<file path="src/rtl/fetch_stall_ctrl_pkg.sv">
// Shared pipeline definitions: NOP encoding, PC step and the fetch FSM state encoding.
package fetch_stall_ctrl_pkg;

    localparam logic [31:0] NOP    = 32'h0000_0000;
    localparam int          PC_INC = 4;

    typedef enum logic {
        RUN   = 1'b0,
        STALL = 1'b1
    } stateT;

endpackage

</file>
<file path="src/rtl/fetch_stall_ctrl_ifid_reg.sv">
// Generic pipeline register with load enable, synchronous flush and a valid bit.
module ifid_reg #(
    parameter int              DATA_W    = 64,
    parameter logic [DATA_W-1:0] FLUSH_VAL = '0
) (
    input  logic              clk,
    input  logic              rstN,
    input  logic              load,
    input  logic              flush,
    input  logic [DATA_W-1:0] dIn,
    output logic [DATA_W-1:0] dOut,
    output logic              validOut
);

    // Flush wins over load so a redirect always leaves a bubble behind it.
    always_ff @(posedge clk or negedge rstN) begin
        if (!rstN) begin
            dOut     <= FLUSH_VAL;
            validOut <= 1'b0;
        end else if (flush) begin
            dOut     <= FLUSH_VAL;
            validOut <= 1'b0;
        end else if (load) begin
            dOut     <= dIn;
            validOut <= 1'b1;
        end
    end

endmodule

</file>
<file path="src/rtl/fetch_stall_ctrl.sv">
// Fetch stage: PC register, IF/ID register, load-use stall handling, redirects and stall statistics.
module fetch_stall_ctrl
    import fetch_stall_ctrl_pkg::*;
#(
    parameter int                ADDR_W   = 32,
    parameter logic [ADDR_W-1:0] PC_RESET = '0,
    parameter int                CNT_W    = 16
) (
    input  logic              Clk,
    input  logic              Reset_n,
    input  logic              PCWrite,
    input  logic              IFIDWrite,
    input  logic              BranchTaken,
    input  logic [ADDR_W-1:0] BranchTarget,
    input  logic              Jump,
    input  logic [ADDR_W-1:0] JumpTarget,
    input  logic [31:0]       Instruction,
    output logic [ADDR_W-1:0] PC,
    output logic [31:0]       IFID_Instruction,
    output logic [ADDR_W-1:0] IFID_PCPlus4,
    output logic              IFID_Valid,
    output logic              Stalled,
    output logic [CNT_W-1:0]  StallCount,
    output logic              ProtocolErr
);

    logic              redirect;
    logic [ADDR_W-1:0] redirectTarget;
    logic [ADDR_W-1:0] pcPlus4;
    logic              stallCycle;
    stateT             state;

    assign redirect       = BranchTaken | Jump;
    assign redirectTarget = BranchTaken ? BranchTarget : JumpTarget;
    assign pcPlus4        = PC + ADDR_W'(PC_INC);
    assign stallCycle     = !PCWrite && !redirect;
    assign Stalled        = (state == STALL);

    // A redirect overrides any stall request from the hazard unit.
    always_ff @(posedge Clk or negedge Reset_n) begin
        if (!Reset_n) begin
            PC <= PC_RESET;
        end else if (redirect) begin
            PC <= redirectTarget;
        end else if (PCWrite) begin
            PC <= pcPlus4;
        end
    end

    ifid_reg #(
        .DATA_W   (32 + ADDR_W),
        .FLUSH_VAL({NOP, {ADDR_W{1'b0}}})
    ) uIfid (
        .clk     (Clk),
        .rstN    (Reset_n),
        .load    (IFIDWrite),
        .flush   (redirect),
        .dIn     ({Instruction, pcPlus4}),
        .dOut    ({IFID_Instruction, IFID_PCPlus4}),
        .validOut(IFID_Valid)
    );

    // Mismatched write enables are still obeyed, but remembered until reset.
    always_ff @(posedge Clk or negedge Reset_n) begin
        if (!Reset_n) begin
            state       <= RUN;
            StallCount  <= '0;
            ProtocolErr <= 1'b0;
        end else begin
            case (state)
                RUN:     if (stallCycle) state <= STALL;
                STALL:   if (!stallCycle) state <= RUN;
                default: state <= RUN;
            endcase
            if (stallCycle && (StallCount != {CNT_W{1'b1}})) begin
                StallCount <= StallCount + 1'b1;
            end
            if (!redirect && (PCWrite != IFIDWrite)) begin
                ProtocolErr <= 1'b1;
            end
        end
    end

endmodule

</file>
<file path="config.mk">
export PLATFORM = sky130hd
export DESIGN_NAME = fetch_stall_ctrl
export DESIGN_NICKNAME = d
export VERILOG_FILES = /design/src/rtl/fetch_stall_ctrl_pkg.sv /design/src/rtl/fetch_stall_ctrl_ifid_reg.sv /design/src/rtl/fetch_stall_ctrl.sv
export SDC_FILE = /design/constraint.sdc
export NUM_CORES = 1
export LEC_CHECK = 0
export CAP_MARGIN = 5
export CORE_UTILIZATION = 49
export DETAILED_ROUTE_END_ITERATION = 10
export GPL_ROUTABILITY_DRIVEN = 1
export PLACE_DENSITY = 0.86
export SLEW_MARGIN = 20
export SYNTH_ARGS = -nofsm -noshare
export SYNTH_HDL_FRONTEND = slang
export SYNTH_SLANG_ARGS = --single-unit
</file>
<file path="constraint.sdc">
create_clock -name Clk -period 4.7 [get_ports Clk]
set_input_delay 1.175 -clock Clk [delete_from_list [all_inputs] [get_ports Clk]]
set_output_delay 1.175 -clock Clk [all_outputs]
set_load 0.1 [all_outputs]
</file>
==> results of run 1 <==
-- metal layers --
metal,global-route usage (%),up-vias,wire [um]
met2,47.5,266,8560
met1,36.7,2704,7680
met4,9.82,0,331
met5,0,-,0
met3,7.39,32,1460
li1,-,2659,-
-- per-stage QoR --
stage / std cells / setup slack [ns] / hold slack, ns / power (mW) / util [%]
6_report: 1024 / 1.34 / 0.462 / 3.62 / 73.6
5_1_grt: 1024 / 1.30 / 0.483 / 3.74 / 73.6
4_1_cts: 1024 / 1.33 / 0.460 / 3.63 / 73.6
3_5_place_dp: 992 / 1.19 / 0.451 / 2.39 / 68.9
3_3_place_gp: 992 / 1.25 / 0.457 / 2.37 / 68.9
2_1_floorplan: 643 / 2.17 / 0.879 / 2.02 / -
-- final cells by class --
type / count / area [um^2]
repair buffers: 223 / 2200
clock inverters: 10 / 108
multi-input cells: 467 / 2950
fillers: 883 / 3180
flip-flops and latches: 115 / 2880
inverters: 19 / 71.3
clock buffers: 22 / 464
well taps: 168 / 210
-- power groups by stage --
| stage | registers [mW] | clock network (mW) | logic [mW] |
|---|---|---|---|
| CTS | 1.19 | 1.25 | 1.19 |
| global route | 1.20 | 1.31 | 1.24 |
| floorplan | 1.76 | 0 | 0.262 |
| finish | 1.19 | 1.25 | 1.19 |
| detailed placement | 1.20 | 0 | 1.19 |
| global placement | 1.20 | 0 | 1.17 |
-- state kept, by name, summed over array words and instances, names as in the netlist --
signal,count
PC,32
StallCount,16
uIfid.validOut,1
ProtocolErr,1
uIfid.dOut,64
Stalled,1
-- cells by family (layout without fill, tap and decap cells) --
logic type | count (synthesis) | count (layout) | synth area share (%)
DFF | 115 | 115 | 47.4
xor gates and xnor gates | 42 | 42 | 6.06
AOI/OAI and AO/OA | 173 | 173 | 17.1
and+or+nand+nor | 208 | 208 | 18.0
adders and majority gates | 2 | 2 | 0.412
muxes | 42 | 42 | 6.97
buffers and inverters | 61 | 274 | 4.08
-- path summary, 6_finish.rpt --
check | endpoint | slack, ns | cells after the start
min | ProtocolErr$_DFFE_PN0P_ | 0.46 | 1
min reg2reg | ProtocolErr$_DFFE_PN0P_ | 0.46 | 1
max reg2reg | PC[15]$_DFFE_PN0N_ | 2.61 | 5
max | PC[9] | 1.34 | 1
min in group asynchronous | uIfid.dOut[23]$_DFFE_PN0P_ | 0.81 | 1
max in group asynchronous | uIfid.dOut[58]$_DFFE_PN0P_ | 2.95 | 2
-- cells in the final DEF, fill, tap and decap left out, types with 4 or more instances in the layout --
cell type	n
o21a_1	6
mux2i_1	40
nor3_2	5
xor2_1	12
clkinv_2	5
nand2_1	34
and3_1	14
clkbuf_16	17
o22a_1	6
and4_1	4
clkdlybuf4s50_1	213
a21oi_1	67
o21ai_0	55
nand4_1	8
xnor2_1	30
nor2_1	67
nor2b_1	20
and2_1	5
a211oi_1	8
a2bb2oi_1	12
buf_4	9
nand3_1	20
nor3_1	18
inv_1	19
dfrtp_1	115
==> metrics.cfg, run 1 <==
[floorplan]
ioPinCount = 217
die_y_um = 113
dieWidth_um = 113
die-area_um2 = 12800
initial_utilization_pct = 50.3
core_area_um2 = 12100
fp-row-count = 40

[global_routing]
grt_pass1_vias = 5676
grt_max_degree = 95
antenna_found_initial = 0
grt_usage_pct = 28.7
overflow = 0
grt_pass1_wl_um = 28700

[timing]
hold_viol_final = 0
drv_slew = 0
setup_viol = 0
slew_headroom_pct = 27.2
fmax_ghz = 0.298
worstMarginPinSlew_ns = 1.09
grt_setup_unrepaired = false
setup_tns_ns = 0
fin_crit_ns = 3.36
min_period_over_period_pct = 71.4
worst_clock_skew_ns = 0.00779

[setup_path]
crit_required_ns = 3.52
cp-start-kind = flip-flop
path_cells = clkdlybuf4s50_1
cp.buffers_inverters = 1
r2r-start = PC[4]$_DFFE_PN0N_
critPathMaxFanout = 9
crit_family = buffers and inverters
cp_slowest_cell = clkdlybuf4s50_1
cpPeakStageDelay_ns = 1.23
cp-end-kind = primary output
crit_start = PC[9]$_DFFE_PN0N_
path_class = reg2out
crit_arrival_ns = 2.18

[job]
cap_violations = 0

[logic_synthesis]
yosysWarningCount = 0
yosysMostFrequentCell = dfrtp_1
syn_nets = 747
synth-async-reset-ratio_pct = 100
ys_ff_latch = 115
synth_edf_count = 0
ys.flop_type = dfrtp_1
yosysTopAreaCellShare_pct = 47.4
syn_area_per_cell_um2 = 9.44
synth_area_leaders = dfrtp_1 47%, mux2i_1 6.6%, a21oi_1 5.5%
synth_area_um2 = 6070
synth_common_cells = 115 x dfrtp_1, 68 x nor2_1, 67 x a21oi_1, 55 x o21ai_0, 40 x mux2i_1
synth_cells = 643
yosysTopAreaCell = dfrtp_1
synth_seq_area_share_pct = 47.4
yosysUniqueCellTypes = 48

[worst_hold_path]
min_path_type = reg2reg
hp-start = ProtocolErr$_DFFE_PN0P_

[power_and_ir_drop]
power_density_nw_per_um2 = 408
ir_drop_v = 0.000285
switching_share_pct = 38.8
clockPowerShare_pct = 34.4
pwr-share-seq_pct = 32.8
intPower_mw = 2.22
leakage_nw = 3.81
combPwrFrac_pct = 32.8
p_switching_mw = 1.41

[outcome]
outcome = complete, no violations

[drt]
antenna_left = 0
first_pass_iters = 6
wl_per_cell_um = 17.6
viasPerCell = 5.53
vias = 5661
wirelength_um = 18000
first_iter_violations = 395
post-route-drc-count = 0

[clock_network]
clockBufferDepth = 2
root_buffer = clkbuf_16
insertion_delay_ns = 0.41
clkSinkCount = 115
ctsHtreeMaxLevel = 4
clkSlewWorstSetupHoldPaths_ns = 0.05
post-cts-setup-buffers = 0
ctsResizeCount = 0
postCtsHoldBufs = 0
cts_tree = yes
cts_buffers = 17

[finish]
antenna_cells = 0
area_growth_pct = 46.4
finalInstanceArea_um2 = 8880
drive_above_1_share_pct = 6.78
fin_nets = 947

[placement]
place_hpwl_um = 13000
portBuffers = 216
gp_congestion = 0.888
post_dp_cell_area_um2 = 8310

Power figures use the tool's default switching activity.
==> inputs of run 2 (changes only) <==
- CORE_UTILIZATION: 49 -> 46
- PLACE_DENSITY: 0.86 -> 0.82
- clock period: 4.7 -> 3.5 ns (I/O delays scaled with it)
==> run 2 against run 1 <==
Cell area decreased by 2.8%; critical path depth grew 5; sequential cell count unchanged; global-route usage fell by 2.6 points; sequential power increased by 34%; first-iteration DRC count increased by 1.0%; utilization shrank 5.8 points; largest cell class unchanged; final cell count grew 0.78%; worst setup slack lost 0.41 ns.
==> metrics.cfg, run 2 (synthesis gave the netlist of run 1 again) <==
[finish]
n_fill_cell = 1024
final_util_pct = 67.9
largest_reg_flops = 64
fin_nets = 951
drive_above_1_share_pct = 20.1
area_growth_pct = 42.3
final_cell_mix = 126 x buf_4, 115 x dfrtp_1, 98 x clkdlybuf4s50_1
final_common_cell = buf_4
regMostFlops = uIfid.dOut
reg_top3 = uIfid.dOut (64), PC (32), StallCount (16)

[drt]
post-route-drc-count = 0
antenna_left = 0
first_pass_iters = 5
wirelength_um = 17500
first_iter_violations = 399
vias = 5579
viasPerCell = 5.41
wl_per_cell_um = 17.0

[setup_path]
ff2ff_setup_slack_ns = 1.40
r2r-start = PC[2]$_DFFE_PN0N_
worstRegToRegCells = 6
cpPeakStageDelay_ns = 0.64
crit_arrival_ns = 2.85
path_cells = clkdlybuf4s50_1 > or3_1 > inv_1 > buf_4 > nor2_1 > o22a_1
cp.buffers_inverters = 3
crit_required_ns = 3.79
crit_family = buffers and inverters
path_class = in2reg
cp_slowest_cell = or3_1
cp-end-kind = flip-flop
cp-start-kind = input port
r2r-end = uIfid.dOut[20]$_DFFE_PN0P_
critPathMaxFanout = 19

[placement]
gp_congestion = 0.883
portBuffers = 216
place_hpwl_um = 12800

[clock_network]
post-cts-setup-buffers = 0
root_buffer = clkbuf_16
clkSlewWorstSetupHoldPaths_ns = 0.05
cts_tree = yes
postCtsHoldBufs = 0
cts_buffers = 17
ctsResizeCount = 0
ctsHtreeMaxLevel = 4
clockBufferDepth = 2
insertion_delay_ns = 0.41
clkSinkCount = 115

[global_routing]
antenna_found_initial = 0
overflow = 0
grt_max_degree = 84
grt_pass1_vias = 5377
grt_pass1_wl_um = 27000
grt_usage_pct = 26.1

[timing]
setup_tns_ns = 0
slew_headroom_pct = 48.8
fmax_ghz = 0.390
worstMarginPinSlew_ns = 0.767
setup_viol = 0
grt_setup_unrepaired = false
min_period_over_period_pct = 73.3
holdWs_ns = 0.421
drv_slew = 0
worst_clock_skew_ns = 0.00994
fin_crit_ns = 2.57
hold_viol_final = 0

[floorplan]
fp-row-count = 41
dieWidth_um = 117
core_area_um2 = 12700
die-area_um2 = 13700
ioPinCount = 217
die_y_um = 117
initial_utilization_pct = 47.7

[job]
cap_violations = 0

[outcome]
outcome = complete, no violations

[power_and_ir_drop]
leakage_nw = 4.02
ir_drop_v = 0.000609
power_density_nw_per_um2 = 551

[worst_hold_path]
min_path_type = in2async

## run 2: cell types whose count changed in the layout (fill, tap and decap cells not counted)
| cell | delta |
|---|---|
| clkinv_2 | -3 |
| clkdlybuf4s50_1 | -115 |
| bufinv_16 | -1 |
| buf_4 | +117 |
| buf_12 | +2 |
| clkbuf_1 | +3 |
| diode_2 | +1 |
| clkbuf_8 | +2 |
| clkinvlp_4 | -2 |
## run 2: cell type report
type / count / area [um^2] / area share [%]
multi-input combinational: 467 / 2950 / 34.1
inverter: 19 / 71.3 / 0.826
clock inverter: 4 / 47.5 / 0.551
clock buffer: 27 / 503 / 5.83
timing repair buffer: 227 / 1970 / 22.8
sequential: 115 / 2880 / 33.3
tap: 172 / 215 / 2.49
antenna: 1 / 2.50 / 0.0290
## run 2: how the worst max path moves through the flow
stage | startpoint | endpoint | cells after the start
floorplan | PC[9]$_DFFE_PN0N_ | PC[29]$_DFFE_PN0N_ | 6
global placement | Jump | PC[22]$_DFFE_PN0N_ | 7
detailed placement | PCWrite | StallCount[12]$_DFFE_PN0P_ | 5
CTS | PCWrite | PC[12]$_DFFE_PN0N_ | 6
global route | PCWrite | StallCount[12]$_DFFE_PN0P_ | 5
finish | PCWrite | PC[12]$_DFFE_PN0N_ | 6
## run 2: stage by stage
stage	setup slack (ns)	instances	instance area (um^2)	power, mW
finish	0.934	1032	8630	4.76
detailed placement	0.565	1000	8080	3.17
global placement	0.623	1000	8080	3.14
CTS	0.986	1031	8630	4.78
global route	0.808	1031	8630	4.94
floorplan	1.03	643	6070	2.72
## run 2: metal layers
metal	vias to the layer above	GRT usage [%]	wire length [um]
met2	221	43.4	8520
met4	0	11.1	350
li1	2669	-	-
met5	-	0	0
met3	29	5.72	1210
met1	2660	33.2	7440
## run 2: power by group
part           leakage (nW)  internal [mW]  switching (mW)
clock                 0.267           1.04           0.565
sequential             1.52           1.44           0.158
combinational          2.23          0.426            1.13
==> RTL change 1, RTL diff (config.mk and constraints of run 1) <==
`ADDR_W`: 32 -> 16.
--- a/src/rtl/fetch_stall_ctrl.sv
+++ b/src/rtl/fetch_stall_ctrl.sv
@@ -2,7 +2,7 @@
 module fetch_stall_ctrl
     import fetch_stall_ctrl_pkg::*;
 #(
-    parameter int                ADDR_W   = 32,
+    parameter int                ADDR_W   = 16,
     parameter logic [ADDR_W-1:0] PC_RESET = '0,
     parameter int                CNT_W    = 16
 ) (
Interface: changed (resized BranchTarget, IFID_PCPlus4, JumpTarget and PC); port bits go from 217 to 153. The function was not compared with the original's and may differ.
==> RTL change 1 against run 1 <==
  * Non-clock buffer count down 68
  * Wire length is 43% lower
  * Worst setup slack gained 95 ps
  * Global-route usage is 3.1 points lower
  * Sequential cell count decreased by 32
  * Power down 40%
  * Area after synthesis shrank 34%
  * Final cell count down 37%
  * Design area shrank 35%
  * Critical path type unchanged
==> RTL change 1: results (changes against run 1) <==
Outcome: finished, final reports clean
Synthesized net count: 470 (-37%)
Worst reg2reg path startpoint: PC[2]$_DFFE_PN0N_
RR Endpoint: PC[14]$_DFFE_PN0N_
Vias in the first global route: 3441 (-39%)
Commonest cells post-synth: 83 x dfrtp_1, 58 x nor2_1, 39 x mux2i_1, 25 x nand2_1
Proportion of layout cells with a drive suffix above 1: 5.54% (-1.2 points)
Ranking of synthesized cells by area: dfrtp_1 52%, mux2i_1 9.7%, nor2_1 5.4%, xnor2_1 4.8%, a21oi_1 2.7%
Max VDD drop: 202 uV (-29%)
P&R area growth vs syn: 44.3%
Placed Area: 5580 um^2 (-33%)
Fillers: 562 (-36%)
Reg2reg setup slack: 2690 ps (+80 ps)
Clock slew at reported path FFs: 80 ps (+30 ps)
DR iter-0 viols: 138 (-65%)
Biggest regs: uIfid.dOut (48), PC (16), StallCount (16)
Clock tree buffer depth: 2 (unchanged)
Worst-path fanout max: 8 (-1)
Crit-path max cell delay: 1210 ps (-20 ps)
IO buf count: 152 (-30%)
Total GRT Usage: 25.7% (-3.1 points)
First-pass GRT wire length: 17000 um (-41%)
Post-DP HPWL: 7330 um (-44%)
Total Nets Final: 609 (-36%)
WL final: 10200 um (-43%)
Worst skew pair latency: 360 ps (-50 ps)
H-tree depth: 3 (-1)
CTS Buf Count: 9 (-8)
Routability cong.: 0.860 (-3.2%)
Yosys cell types: 50 (+4.2%)
Via density: 5.45 (-1.5%)
First-pass DRT Iterations: 4 (-2)
Seq/Total Area, Yosys: 51.6% (+4.2 points)
P_leak: 2.50 nW (-34%)
Root Buffer: clkbuf_8
Largest net degree at the start of global routing: 84 (-12%)
Final Skew: 13.7 ps (+5.92 ps)
-- RTL change 1: cell types whose count changed after synthesis, moves of 9 or more --
cell / run 1 / this run
nand3_1: 20 / 11
clkbuf_1: 30 / 19
a21oi_1: 67 / 22
inv_1: 19 / 8
dfrtp_1: 115 / 83
nor2b_1: 20 / 9
nand2_1: 34 / 25
nor3_1: 18 / 6
nor2_1: 68 / 58
o21ai_0: 55 / 16
and3_1: 14 / 1
-- RTL change 1: final cells by class --
class	instances	share of cell area, %
flip-flops and latches	83	35.7
clock buffers	11	2.43
repair buffers	155	26.5
inverters	9	0.581
multi-input cells	279	31.1
clock inverters	5	1.49
well taps	102	2.20
-- RTL change 1: worst max-delay path by stage --
stage / from / endpoint / slack, ps
final: PC[7]$_DFFE_PN0N_ / PC[7] / 1440
after CTS: PC[7]$_DFFE_PN0N_ / PC[7] / 1430
after detailed placement: PCWrite / StallCount[12]$_DFFE_PN0P_ / 1270
after global routing: PC[5]$_DFFE_PN0N_ / PC[5] / 1350
after global placement: PCWrite / StallCount[12]$_DFFE_PN0P_ / 1330
after floorplan: PCWrite / StallCount[12]$_DFFE_PN0P_ / 2000
-- RTL change 1: power by group --
group	total [mW]	switching, mW	internal (mW)
clock network	0.579	0.262	0.317
logic	0.756	0.539	0.217
registers	0.837	0.0716	0.765
-- RTL change 1: routing by layer --
layer / share of wire (%) / global-route usage [%] / up-vias
li1: - / - / 1666
met1: 43 / 32.9 / 1691
met2: 49 / 42.6 / 130
met3: 5.6 / 4.84 / 20
met4: 2.6 / 11.0 / 0
met5: 0 / 0 / -
-- RTL change 1: cells by family after synthesis --
kind of cell / Yosys count / synth area share, %
flops: 83 / 51.6
buf+inv: 36 / 3.60
fa+ha+maj: 2 / 0.621
xor+xnor: 26 / 5.66
simple gates: 141 / 17.6
compound gates: 70 / 10.8
mux: 40 / 10.1
-- RTL change 1: per-stage QoR --
stage	hold WS, ps	std cells	setup slack [ps]
2_1_floorplan	879	398	2000
3_3_place_gp	440	628	1330
3_5_place_dp	448	628	1270
4_1_cts	490	644	1430
5_1_grt	499	644	1350
6_report	487	644	1440
==> RTL change 2, RTL diff (config.mk and constraints of run 1) <==
Without the edit above. Make the reset (`Reset_n` and `rstN`) synchronous in 3 clocked blocks.
--- a/src/rtl/fetch_stall_ctrl_ifid_reg.sv
+++ b/src/rtl/fetch_stall_ctrl_ifid_reg.sv
@@ -13,7 +13,7 @@
 );
 
     // Flush wins over load so a redirect always leaves a bubble behind it.
-    always_ff @(posedge clk or negedge rstN) begin
+    always_ff @(posedge clk) begin
         if (!rstN) begin
             dOut     <= FLUSH_VAL;
             validOut <= 1'b0;
--- a/src/rtl/fetch_stall_ctrl.sv
+++ b/src/rtl/fetch_stall_ctrl.sv
@@ -37,7 +37,7 @@
     assign Stalled        = (state == STALL);
 
     // A redirect overrides any stall request from the hazard unit.
-    always_ff @(posedge Clk or negedge Reset_n) begin
+    always_ff @(posedge Clk) begin
         if (!Reset_n) begin
             PC <= PC_RESET;
         end else if (redirect) begin
@@ -61,7 +61,7 @@
     );
 
     // Mismatched write enables are still obeyed, but remembered until reset.
-    always_ff @(posedge Clk or negedge Reset_n) begin
+    always_ff @(posedge Clk) begin
         if (!Reset_n) begin
             state       <= RUN;
             StallCount  <= '0;
Behaviour: differs if Reset_n is asserted again (counterexample within 4 cycles, from zero or initial values and one cycle with Reset_n low); with Reset_n held inactive, the same outputs for 10 cycles.
==> RTL change 2 against run 1 <==
  * Global-route usage up 1.5 points
  * Final cell count down 3.6%
  * Area after synthesis down 8.1%
  * Critical path depth up 6
  * Wire length down 0.38%
  * Power down 14%
  * Worst setup slack worse by 200 ps
  * Clock power up 10%
  * Core utilization up 2.5 points
  * Design area down 5.8%
  * Count of clock-buffer cells in the layout down 4
  * Sequential share of layout area down 4.9 points
  * Sequential cell count unchanged
  * Highest routed layer unchanged
==> RTL change 2: results (changes against run 1) <==
Multi-input gate area: 3000 um^2 (+1.7%)
Crit path DAT: 3870 ps (+1690 ps)
Worst setup margin: 1140 ps (-203 ps)
Ranking of synthesized cells by area: dfxtp_1 41%, mux2i_1 8.1%, xnor2_1 4.9%, nor2_1 4.8%, o21ai_0 4.3%
Seq/Total Area, Yosys: 41.3% (-6.1 points)
Comb power frac: 21.1% (-12 points)
Grt met2 use: 52.5% (+5.0 points)
Outcome: finished, final reports clean
Adder-Cell Fraction of Synth Area: 0.449% (+0.036 points)
Buffering overhead: 26.3% (+1.5 points)
Fraction of area in multi-input gates: 35.8% (+2.6 points)
Proportion of layout cells with a drive suffix above 1: 5.67% (-1.1 points)
Sw Share: 31.7% (-7.1 points)
First-pass DRT Iterations: 5 (-1)
Reg2reg setup slack: 2270 ps (-340 ps)
Core Box Area: 11000 um^2 (-8.9%)
Worst hold slack: 471 ps (+9.30 ps)
Routability cong.: 0.885 (-0.36%)
Commonest cells post-synth: 115 x dfxtp_1, 71 x nor2_1, 48 x o21ai_0, 45 x mux2i_1, 40 x a21oi_1
Clock network share of area: 7.54% (+1.1 points)
Compound-Gate Fraction of Synth Area: 19.4% (+2.4 points)
Max VDD drop: 256 uV (-10%)
Routed metal-1 wirelength: 6870 um (-10%)
Placed Area: 7730 um^2 (-7.0%)
Cell family with most CP delay: simple AND/OR/NAND/NOR gates
Final Skew: 5.90 ps (-1.89 ps)
Top FF cell, synth: dfxtp_1
Total GRT Usage: 30.2% (+1.5 points)
Met3 wire length: 1670 um (+15%)
Worst-path fanout max: 18 (+9)
-- RTL change 2: cell types whose count changed after synthesis, sizes merged, moves of 8 or more --
| cell | before | now |
|---|---|---|
| a21oi | 67 | 40 |
| o22ai | 1 | 14 |
| dfxtp | 0 | 115 |
| o21ai | 57 | 48 |
| nor2b | 20 | 3 |
| nor4 | 0 | 11 |
| dfrtp | 115 | 0 |
| o2bb2ai | 0 | 10 |
| nor3 | 25 | 6 |
| o221ai | 0 | 8 |
| a2bb2oi | 12 | 0 |
-- RTL change 2: final timing paths --
| path | from | endpoint | cells after the start |
|---|---|---|---|
| min reg2reg | uIfid.validOut$_SDFFE_PP0P_ | uIfid.validOut$_SDFFE_PP0P_ | 2 |
| max | BranchTaken | PC[11]$_SDFFE_PN0N_ | 7 |
| min | uIfid.validOut$_SDFFE_PP0P_ | uIfid.validOut$_SDFFE_PP0P_ | 2 |
| max reg2reg | PC[2]$_SDFFE_PN0N_ | PC[24]$_SDFFE_PN0N_ | 6 |
